[config.mk]
export PLATFORM = sky130hd
export DESIGN_NAME = axi_lite_bus_arbiter
export DESIGN_NICKNAME = d
export VERILOG_FILES = /design/src/rtl/axi_lite_arb_pkg.sv /design/src/rtl/axi_lite_req_slot.sv /design/src/rtl/axi_lite_bus_arbiter.sv
export SDC_FILE = /design/constraint.sdc
export NUM_CORES = 1
export LEC_CHECK = 0
export CAP_MARGIN = 15
export CORE_ASPECT_RATIO = 0.6
export CORE_MARGIN = 2
export CORE_UTILIZATION = 48
export CTS_CLUSTER_SIZE = 8
export DETAILED_ROUTE_END_ITERATION = 10
export HOLD_SLACK_MARGIN = 0.02
export PLACE_DENSITY = 0.86
export REMOVE_ABC_BUFFERS = 1
export SLEW_MARGIN = 20
export SYNTH_ARGS = -nofsm -noshare
export SYNTH_HDL_FRONTEND = slang
export SYNTH_SLANG_ARGS = --single-unit
[constraint.sdc]
create_clock -name clk -period 2.6 [get_ports clk]
set_clock_uncertainty 0.2 [all_clocks]
set_input_delay 0.52 -clock clk [delete_from_list [all_inputs] [get_ports clk]]
set_output_delay 0.52 -clock clk [all_outputs]
set_load 0.05 [all_outputs]
[src/rtl/axi_lite_arb_pkg.sv]
// rtl/axi_lite_arb_pkg.sv - shared state, op and requester encodings for the bus arbiter
package axi_lite_arb_pkg;

    typedef enum logic [1:0] {
        IDLE  = 2'd0,
        ISSUE = 2'd1,
        WAIT  = 2'd2,
        RESP  = 2'd3
    } arb_state_t;

    localparam logic OP_WRITE = 1'b0;
    localparam logic OP_READ  = 1'b1;

    localparam logic REQ_M0 = 1'b0;
    localparam logic REQ_M1 = 1'b1;

endpackage

[src/rtl/axi_lite_req_slot.sv]
// rtl/axi_lite_req_slot.sv - one pending request slot for a single requester channel
module axi_lite_req_slot #(
    parameter int PAYLOAD_WIDTH = 32
) (
    input  logic                     clk,
    input  logic                     rst,
    input  logic                     start,
    input  logic [PAYLOAD_WIDTH-1:0] payload,
    input  logic                     clear,
    output logic                     pending,
    output logic [PAYLOAD_WIDTH-1:0] slot_payload,
    output logic                     busy,
    output logic                     err
);

    // Latch a start into an empty slot; the slot stays pending until its transaction retires.
    always_ff @(posedge clk) begin
        if (rst) begin
            pending      <= 1'b0;
            slot_payload <= '0;
        end else if (clear) begin
            pending <= 1'b0;
        end else if (start && !pending) begin
            pending      <= 1'b1;
            slot_payload <= payload;
        end
    end

    // A pending slot covers both the queued and the in-flight phase of the request.
    assign busy = start | pending;
    assign err  = start & pending;

endmodule

[src/rtl/axi_lite_bus_arbiter.sv]
// rtl/axi_lite_bus_arbiter.sv - two-requester arbiter in front of a single AXI4-Lite start/busy port
module axi_lite_bus_arbiter #(
    parameter int ADDR_WIDTH = 32,
    parameter int DATA_WIDTH = 32,
    parameter int FIXED_PRIO = 0
) (
    input  logic                    clk,
    input  logic                    rst,
    input  logic                    m0_write_start,
    input  logic [ADDR_WIDTH-1:0]   m0_write_addr,
    input  logic [DATA_WIDTH-1:0]   m0_write_data,
    input  logic [DATA_WIDTH/8-1:0] m0_write_strobe,
    output logic                    m0_write_busy,
    input  logic                    m0_read_start,
    input  logic [ADDR_WIDTH-1:0]   m0_read_addr,
    output logic [DATA_WIDTH-1:0]   m0_read_data,
    output logic                    m0_read_busy,
    input  logic                    m1_write_start,
    input  logic [ADDR_WIDTH-1:0]   m1_write_addr,
    input  logic [DATA_WIDTH-1:0]   m1_write_data,
    input  logic [DATA_WIDTH/8-1:0] m1_write_strobe,
    output logic                    m1_write_busy,
    input  logic                    m1_read_start,
    input  logic [ADDR_WIDTH-1:0]   m1_read_addr,
    output logic [DATA_WIDTH-1:0]   m1_read_data,
    output logic                    m1_read_busy,
    output logic                    s_write_start,
    output logic [ADDR_WIDTH-1:0]   s_write_addr,
    output logic [DATA_WIDTH-1:0]   s_write_data,
    output logic [DATA_WIDTH/8-1:0] s_write_strobe,
    input  logic                    s_write_busy,
    output logic                    s_read_start,
    output logic [ADDR_WIDTH-1:0]   s_read_addr,
    input  logic [DATA_WIDTH-1:0]   s_read_data,
    input  logic                    s_read_busy,
    output logic                    grant,
    output logic                    bus_active,
    output logic                    protocol_err
);
    import axi_lite_arb_pkg::*;

    localparam int STRB_WIDTH = DATA_WIDTH / 8;
    localparam int WR_WIDTH   = ADDR_WIDTH + DATA_WIDTH + STRB_WIDTH;

    arb_state_t          state, next_state;
    logic                op;
    logic                last_grant;
    logic [1:0]          wr_pending, rd_pending, wr_err, rd_err, wr_clear, rd_clear;
    logic [WR_WIDTH-1:0] wr_payload [2];
    logic [ADDR_WIDTH-1:0] rd_payload [2];
    logic                p0, p1, any_pending, sel_req, sel_write, wait_done;

    axi_lite_req_slot #(.PAYLOAD_WIDTH(WR_WIDTH)) u_m0_wr (
        .clk(clk), .rst(rst), .start(m0_write_start),
        .payload({m0_write_addr, m0_write_data, m0_write_strobe}),
        .clear(wr_clear[0]), .pending(wr_pending[0]), .slot_payload(wr_payload[0]),
        .busy(m0_write_busy), .err(wr_err[0])
    );

    axi_lite_req_slot #(.PAYLOAD_WIDTH(ADDR_WIDTH)) u_m0_rd (
        .clk(clk), .rst(rst), .start(m0_read_start), .payload(m0_read_addr),
        .clear(rd_clear[0]), .pending(rd_pending[0]), .slot_payload(rd_payload[0]),
        .busy(m0_read_busy), .err(rd_err[0])
    );

    axi_lite_req_slot #(.PAYLOAD_WIDTH(WR_WIDTH)) u_m1_wr (
        .clk(clk), .rst(rst), .start(m1_write_start),
        .payload({m1_write_addr, m1_write_data, m1_write_strobe}),
        .clear(wr_clear[1]), .pending(wr_pending[1]), .slot_payload(wr_payload[1]),
        .busy(m1_write_busy), .err(wr_err[1])
    );

    axi_lite_req_slot #(.PAYLOAD_WIDTH(ADDR_WIDTH)) u_m1_rd (
        .clk(clk), .rst(rst), .start(m1_read_start), .payload(m1_read_addr),
        .clear(rd_clear[1]), .pending(rd_pending[1]), .slot_payload(rd_payload[1]),
        .busy(m1_read_busy), .err(rd_err[1])
    );

    // Only the owner's channel retires, on the cycle leaving RESP.
    assign wr_clear[0] = (state == RESP) && (grant == REQ_M0) && (op == OP_WRITE);
    assign rd_clear[0] = (state == RESP) && (grant == REQ_M0) && (op == OP_READ);
    assign wr_clear[1] = (state == RESP) && (grant == REQ_M1) && (op == OP_WRITE);
    assign rd_clear[1] = (state == RESP) && (grant == REQ_M1) && (op == OP_READ);

    // Requester selection: ties go to m0 under fixed priority, else to whoever did not go last.
    always_comb begin
        p0          = wr_pending[0] | rd_pending[0];
        p1          = wr_pending[1] | rd_pending[1];
        any_pending = p0 | p1;
        if (p0 && p1) begin
            sel_req = (FIXED_PRIO != 0) ? REQ_M0 : ~last_grant;
        end else begin
            sel_req = p0 ? REQ_M0 : REQ_M1;
        end
        sel_write = wr_pending[sel_req];
    end

    assign wait_done  = (state == WAIT) && ((op == OP_WRITE) ? !s_write_busy : !s_read_busy);
    assign bus_active = (state != IDLE);

    // State register.
    always_ff @(posedge clk) begin
        if (rst) begin
            state <= IDLE;
        end else begin
            state <= next_state;
        end
    end

    // Next-state logic and the one-cycle downstream start pulse.
    always_comb begin
        next_state    = state;
        s_write_start = 1'b0;
        s_read_start  = 1'b0;
        case (state)
            IDLE:  if (any_pending) next_state = ISSUE;
            ISSUE: begin
                s_write_start = (op == OP_WRITE);
                s_read_start  = (op == OP_READ);
                next_state    = WAIT;
            end
            WAIT:  if (wait_done) next_state = RESP;
            RESP:  next_state = IDLE;
            default: next_state = IDLE;
        endcase
    end

    // Grant/op/payload registration, read-data return and sticky error.
    always_ff @(posedge clk) begin
        if (rst) begin
            grant          <= REQ_M0;
            op             <= OP_WRITE;
            last_grant     <= REQ_M1;
            s_write_addr   <= '0;
            s_write_data   <= '0;
            s_write_strobe <= '0;
            s_read_addr    <= '0;
            m0_read_data   <= '0;
            m1_read_data   <= '0;
            protocol_err   <= 1'b0;
        end else begin
            protocol_err <= protocol_err | (|wr_err) | (|rd_err);
            if (state == IDLE && any_pending) begin
                grant <= sel_req;
                op    <= sel_write ? OP_WRITE : OP_READ;
                if (sel_write) begin
                    {s_write_addr, s_write_data, s_write_strobe} <= wr_payload[sel_req];
                end else begin
                    s_read_addr <= rd_payload[sel_req];
                end
            end
            if (wait_done && op == OP_READ) begin
                if (grant == REQ_M1) begin
                    m1_read_data <= s_read_data;
                end else begin
                    m0_read_data <= s_read_data;
                end
            end
            if (state == RESP) begin
                last_grant <= grant;
            end
        end
    end

endmodule

After elaboration in Yosys (flattened, before gate mapping)

Cells that the tools add are included.

Word-level logic and storage cells: 102
Input bits: 240
Bits in registers: 374
Output and inout bits: 173

$lt $le $gt $ge: 2
Equal/unequal tests: 5
Reduce and logical (&&, ||, !) cells: 37
Muxes and demuxes: 17
Bitwise operators: 22

Operators by type and width:

| kind               | number |
|---|---|
| $mux 68            | 3 |
| $mux 32            | 3 |
| $reduce_and 2->1   | 9 |
| $logic_and 1x1->1  | 14 |
| $reduce_or 2->1    | 6 |
| $or 1x1->1         | 9 |
| $mux 1             | 8 |
| $not 1->1          | 8 |
| $pmux 2 s4         | 1 |
| $logic_not 1->1    | 6 |
| $and 1x1->1        | 4 |
| $eq 2x2->1 const B | 2 |
| $mux 2             | 2 |
| $ne 2x2->1 const B | 2 |
| $eq 2x1->1 const B | 1 |
| $ge 2x2->1 const B | 1 |
| $logic_not 2->1    | 1 |
| $lt 1x2->1 const B | 1 |
| $not 1->2          | 1 |
| $reduce_bool 2->1  | 1 |

Longest topological paths before layout

Depth after elaboration: 7
Gate-level depth with buffers: 8
Gate-level depth less buffers: 6

Cells and area by module

Synthesis repeated with hierarchy kept, for this count alone.

Cells, all modules: 1,792
Area total of the unflattened synthesis: 16,653.5 um^2

Modules (own cells, without submodules):

| module                          | cells an instance | times used | seq. area each (um^2) | area an instance (um^2) |
|---|---|---|---|---|
| axi_lite_bus_arbiter            | 904               | 1          | 3,403.3               | 7,424.6 |
| axi_lite_req_slot (u_m0_wr ...) | 300               | 2          | 1,381.3               | 3,100.5 |
| axi_lite_req_slot (u_m0_rd ...) | 144               | 2          | 660.6                 | 1,514.0 |

Least setup slack after synthesis

No wires, ideal clock.

Path type: flip-flop to flip-flop
Start: register grant
End: register u_m0_wr.slot_payload[47]
Setup time: 132 ps
Period minus slack after synthesis: 2,208 ps
Stages on the path, launching flop included: 8
Buffers on the path: 3
Setup slack: 392 ps
Data arrival time: 1,876 ps
Data required time: 2,268 ps
Cell sequence: dfxtp_1 nor3b_1 or3b_2 buf_2 buf_4 buf_4 nand2_1 a21oi_1

Word-level cells in the longest chain between the ends: 5

RTL lines:

| element                           | RTL line                    | text |
|---|---|---|
| start: declaration                | axi_lite_bus_arbiter.sv:36  | `output logic grant,` |
| start signal: assignment          | axi_lite_bus_arbiter.sv:144 | `grant <= sel_req;` |
| $not 1->1 (no source line)        | --                          |  |
| $logic_and 1x1->1 (2 in series)   | axi_lite_bus_arbiter.sv:80  | `assign wr_clear[0] = (state == RESP) && (grant == REQ_M0) && (op == OP_WRITE);` |
| $not 1->1 (no source line)        | --                          |  |
| $reduce_and 2->1 (no source line) | --                          |  |
| end signal: assignment            | axi_lite_req_slot.sv:25     | `slot_payload <= payload;` |
| end: declaration                  | axi_lite_req_slot.sv:11     | `output logic [PAYLOAD_WIDTH-1:0] slot_payload,` |

Every way passes these cells.
A chain may end at the register's enable or synchronous reset.

Worst setup path in the final report

Start: register s_write_addr[20]
End: output s_write_addr[20]

RTL lines:

| element                  | RTL line                    | text |
|---|---|---|
| start: declaration       | axi_lite_bus_arbiter.sv:28  | `output logic [ADDR_WIDTH-1:0] s_write_addr,` |
| start signal: assignment | axi_lite_bus_arbiter.sv:147 | `{s_write_addr, s_write_data, s_write_strobe} <= wr_payload[sel_req];` |

No word-level cell between the ends.

==> impl_metrics.tcl <==
set metrics [dict create \
    cp-endpoint "s_write_addr[20]" \
    path_cells "clkdlybuf4s50_1" \
    synth_xor_area_share_pct 0 \
    dp.cells 2501 \
    p_leak_nw 7.120 \
    overflow 0 \
    start_util_pct 48.41 \
    critPathLaunchType "register" \
    drive_above_1_share_pct 6.754 \
    grt_antenna_before_repair 7 \
    setup_violations 0 \
    synthFlopType "dfxtp_1" \
    routedWlPerCell_microns 18.95 \
    synthMuxAreaShare_pct 0.1478 \
    netlist_instances 1794 \
    rows 49 \
    hold_slack_ns 0.2236 \
    critPathSlowestCell "clkdlybuf4s50_1" \
    drv_slew 0 \
    clkTransAtPathRegs_ns 0.05 \
    swShare_pct 36.51 \
    clk_path_buf_depth 3 \
    hold_path_class "input pin to register" \
    synth_top_area_share_pct 52.01 \
    post-cts-setup-buffer-count 0 \
    cts_tree "built" \
    async_flop_share_pct 0 \
    r2r_cells 5 \
    final_common_cell "nand2_1" \
    synth_seq_cells 374 \
    die_y_microns 138.1 \
    fin_cells 2558 \
    final-hold-violation-count 0 \
    critPathBufInv 1 \
    status "complete, no violations" \
    critPathRequiredTime_ns 1.88 \
    worstSkewPairLatency_ns 0.55 \
    cts_resized 0 \
    synth.distinct_cells 41 \
    clock_sinks 374 \
    vdd_drop_max_v 0.0006059 \
    p_clk_share_pct 30.2 \
    nets 2392 \
    syn_area_sq_mm 0.01440 \
    crit_type "register to output port" \
    synth_edf_count 0 \
    core_area_sq_mm 0.02973 \
    crit_cells 1 \
    synth_compound_area_share_pct 20.43 \
    yosysTopAreaCell "dfxtp_1" \
    syn_to_final_growth_pct 40.68 \
    vias 14470 \
    synthAdderAreaFrac_pct 0.4346 \
    die_w_microns 227.6 \
    ys_top_cells_by_area "dfxtp_1 52%, nand2_1 17%, a21oi_1 9.4%" \
    cp_max_fo 2 \
    worstSetupStartpoint "s_write_addr[20]" \
    yosysSeqAreaShare_pct 52.01 \
    comb_power_share_pct 33.7 \
    rrSetupSlack_ns 0.19 \
    portBuffers 412 \
    grt_pass1_vias 13960 \
    p_per_area_mw_per_mm2 958.1 \
    avgSynthCellArea_sq_um 8.024 \
    grt_max_degree 79 \
    cts_buffers 52 \
    fillCellCount 2210 \
    fin_ws_ns 0.08838 \
    clock-root-buffer "clkbuf_16" \
    p_int_mw 12.32 \
    finalCritPeriodShare_pct 96.60 \
    drt_iter0_drc 1245 \
    setup-tns-final_ns 0 \
    crit_arrival_ns 1.79 \
    avgViaCountPerCell 5.656 \
    p_sw_mw 7.083 \
    regArea_sq_mm 0.007487 \
    rsz0062_at_grt "no" \
    multi_input_area_sq_mm 0.005996 \
    maxCapViolations 0 \
    die-area_sq_mm 0.03144 \
    drc 0 \
    yosys_warnings 0 \
    crit_family "buffers and inverters" \
    synthSimpleGateAreaFrac_pct 20.30 \
    fmaxAchievable_mhz 398.1 \
    pwr-share-seq_pct 36.0 \
    pin_count 413 \
    tightest_slew_ns 1.092 \
    first_pass_iters 5 \
    end_kind "output port" \
    min_period_ns 2.512 \
    htreeDepth 2 \
    dpl.hpwl_microns 30700 \
    track_usage_pct 29.60 \
    wirelength_microns 48480 \
    place_ws_ns 0.1779 \
    reg2reg_to "s_write_data[15]" \
    grt_pass1_wl_microns 74760 \
    cpPeakStageDelay_ns 0.84 \
    slew_headroom_pct 27.18 \
    synth_top_family_by_area "compound AO/OA/AOI/OAI gates" \
    postCtsHoldBufs 0 \
    mostFrequentLayoutCells "660 x nand2_1, 403 x clkdlybuf4s50_1, 374 x dfxtp_1, 269 x a21oi_1, 75 x inv_1" \
    ant_nets 0 \
    place_congestion 0.8598 \
    regToRegStartpoint "state[0]" \
]
[layout make-up]
class,count,share of cell area (%)
multi-input cells,1189,29.61
diodes,3,0.03707
inverters,76,1.409
flip-flops and latches,374,36.97
clock buffers,54,6.617
well taps,408,2.521
repair buffers,454,22.84
[cells in the mapped netlist, drive strengths merged, types with 3 or more instances]
cell type	number
or2	6
a211oi	70
a221oi	67
a21oi	270
clkbuf	101
a311oi	32
buf	54
nor2	10
and3b	4
ha	5
nor3b	3
nand2	662
nand3b	4
inv	76
dfxtp	374
nor3	35
[registers in the layout, summed over array words and instances (netlist names)]
register / flops
protocol_err: 1
u_m0_wr.pending: 1
s_write_data: 32
u_m1_rd.slot_payload: 32
grant: 1
s_write_addr: 32
u_m0_wr.slot_payload: 68
state: 2
s_read_addr: 32
last_grant: 1
u_m1_wr.pending: 1
m1_read_data: 32
u_m0_rd.pending: 1
op: 1
u_m1_wr.slot_payload: 68
u_m0_rd.slot_payload: 32
s_write_strobe: 4
m0_read_data: 32
u_m1_rd.pending: 1
[cells by family after synthesis]
family / count (synthesis)
muxes: 2
DFF: 374
adders and majority gates: 5
and+or+nand+nor: 737
AOI/OAI and AO/OA: 445
buffers and inverters: 231
[worst min-delay path by stage]
| stage | start | endpoint | slack (ns) | cells past startpoint |
|---|---|---|---|---|
| 2_1_floorplan | u_m0_wr.slot_payload[66] | u_m0_wr.slot_payload[66] | 0.23 | 2 |
| 3_3_place_gp | u_m1_wr.slot_payload[66] | u_m1_wr.slot_payload[66] | 0.24 | 2 |
| 3_5_place_dp | m0_read_data[16] | m0_read_data[16] | 0.25 | 2 |
| 4_1_cts | rst | state[1] | 0.21 | 2 |
| 5_1_grt | rst | u_m1_wr.slot_payload[20] | 0.25 | 2 |
| 6_report | rst | u_m1_wr.slot_payload[65] | 0.22 | 2 |
[worst reg2reg max path, stage by stage (launching register included)]
cell,delay (ns)
dfxtp_1,0.38
inv_1,0.10
ha_1,0.30
nand2_2,0.13
or2_4,0.87
a221oi_1,0.27
[per-stage QoR]
step / power (mW) / util (%) / instance area [sq um]
finish: 19.40 / 68.10 / 20250
global route: 20.13 / 68.10 / 20250
CTS: 19.42 / 68.08 / 20240
detailed placement: 13.54 / 63.57 / 18900
global placement: 13.38 / 63.57 / 18900
floorplan: 10.86 / - / 13720
[power by group through the flow]
stage	Clock [mW]	Sequential (mW)	Combinational, mW
after floorplan	0	8.66	2.20
after global placement	0	7.04	6.34
after detailed placement	0	7.07	6.47
after CTS	5.92	6.98	6.52
after global routing	6.17	7.05	6.91
final	5.86	6.99	6.55
[metal layers]
metal / global-route usage (%) / part of all wire [%] / vias up
met5: 0 / 0.095 / -
met4: 12.25 / 4.1 / 6
met3: 7.928 / 10 / 145
met2: 45.51 / 45 / 770
met1: 39.45 / 41 / 6847
li1: - / - / 6700
(Power assumes the default switching activity.)
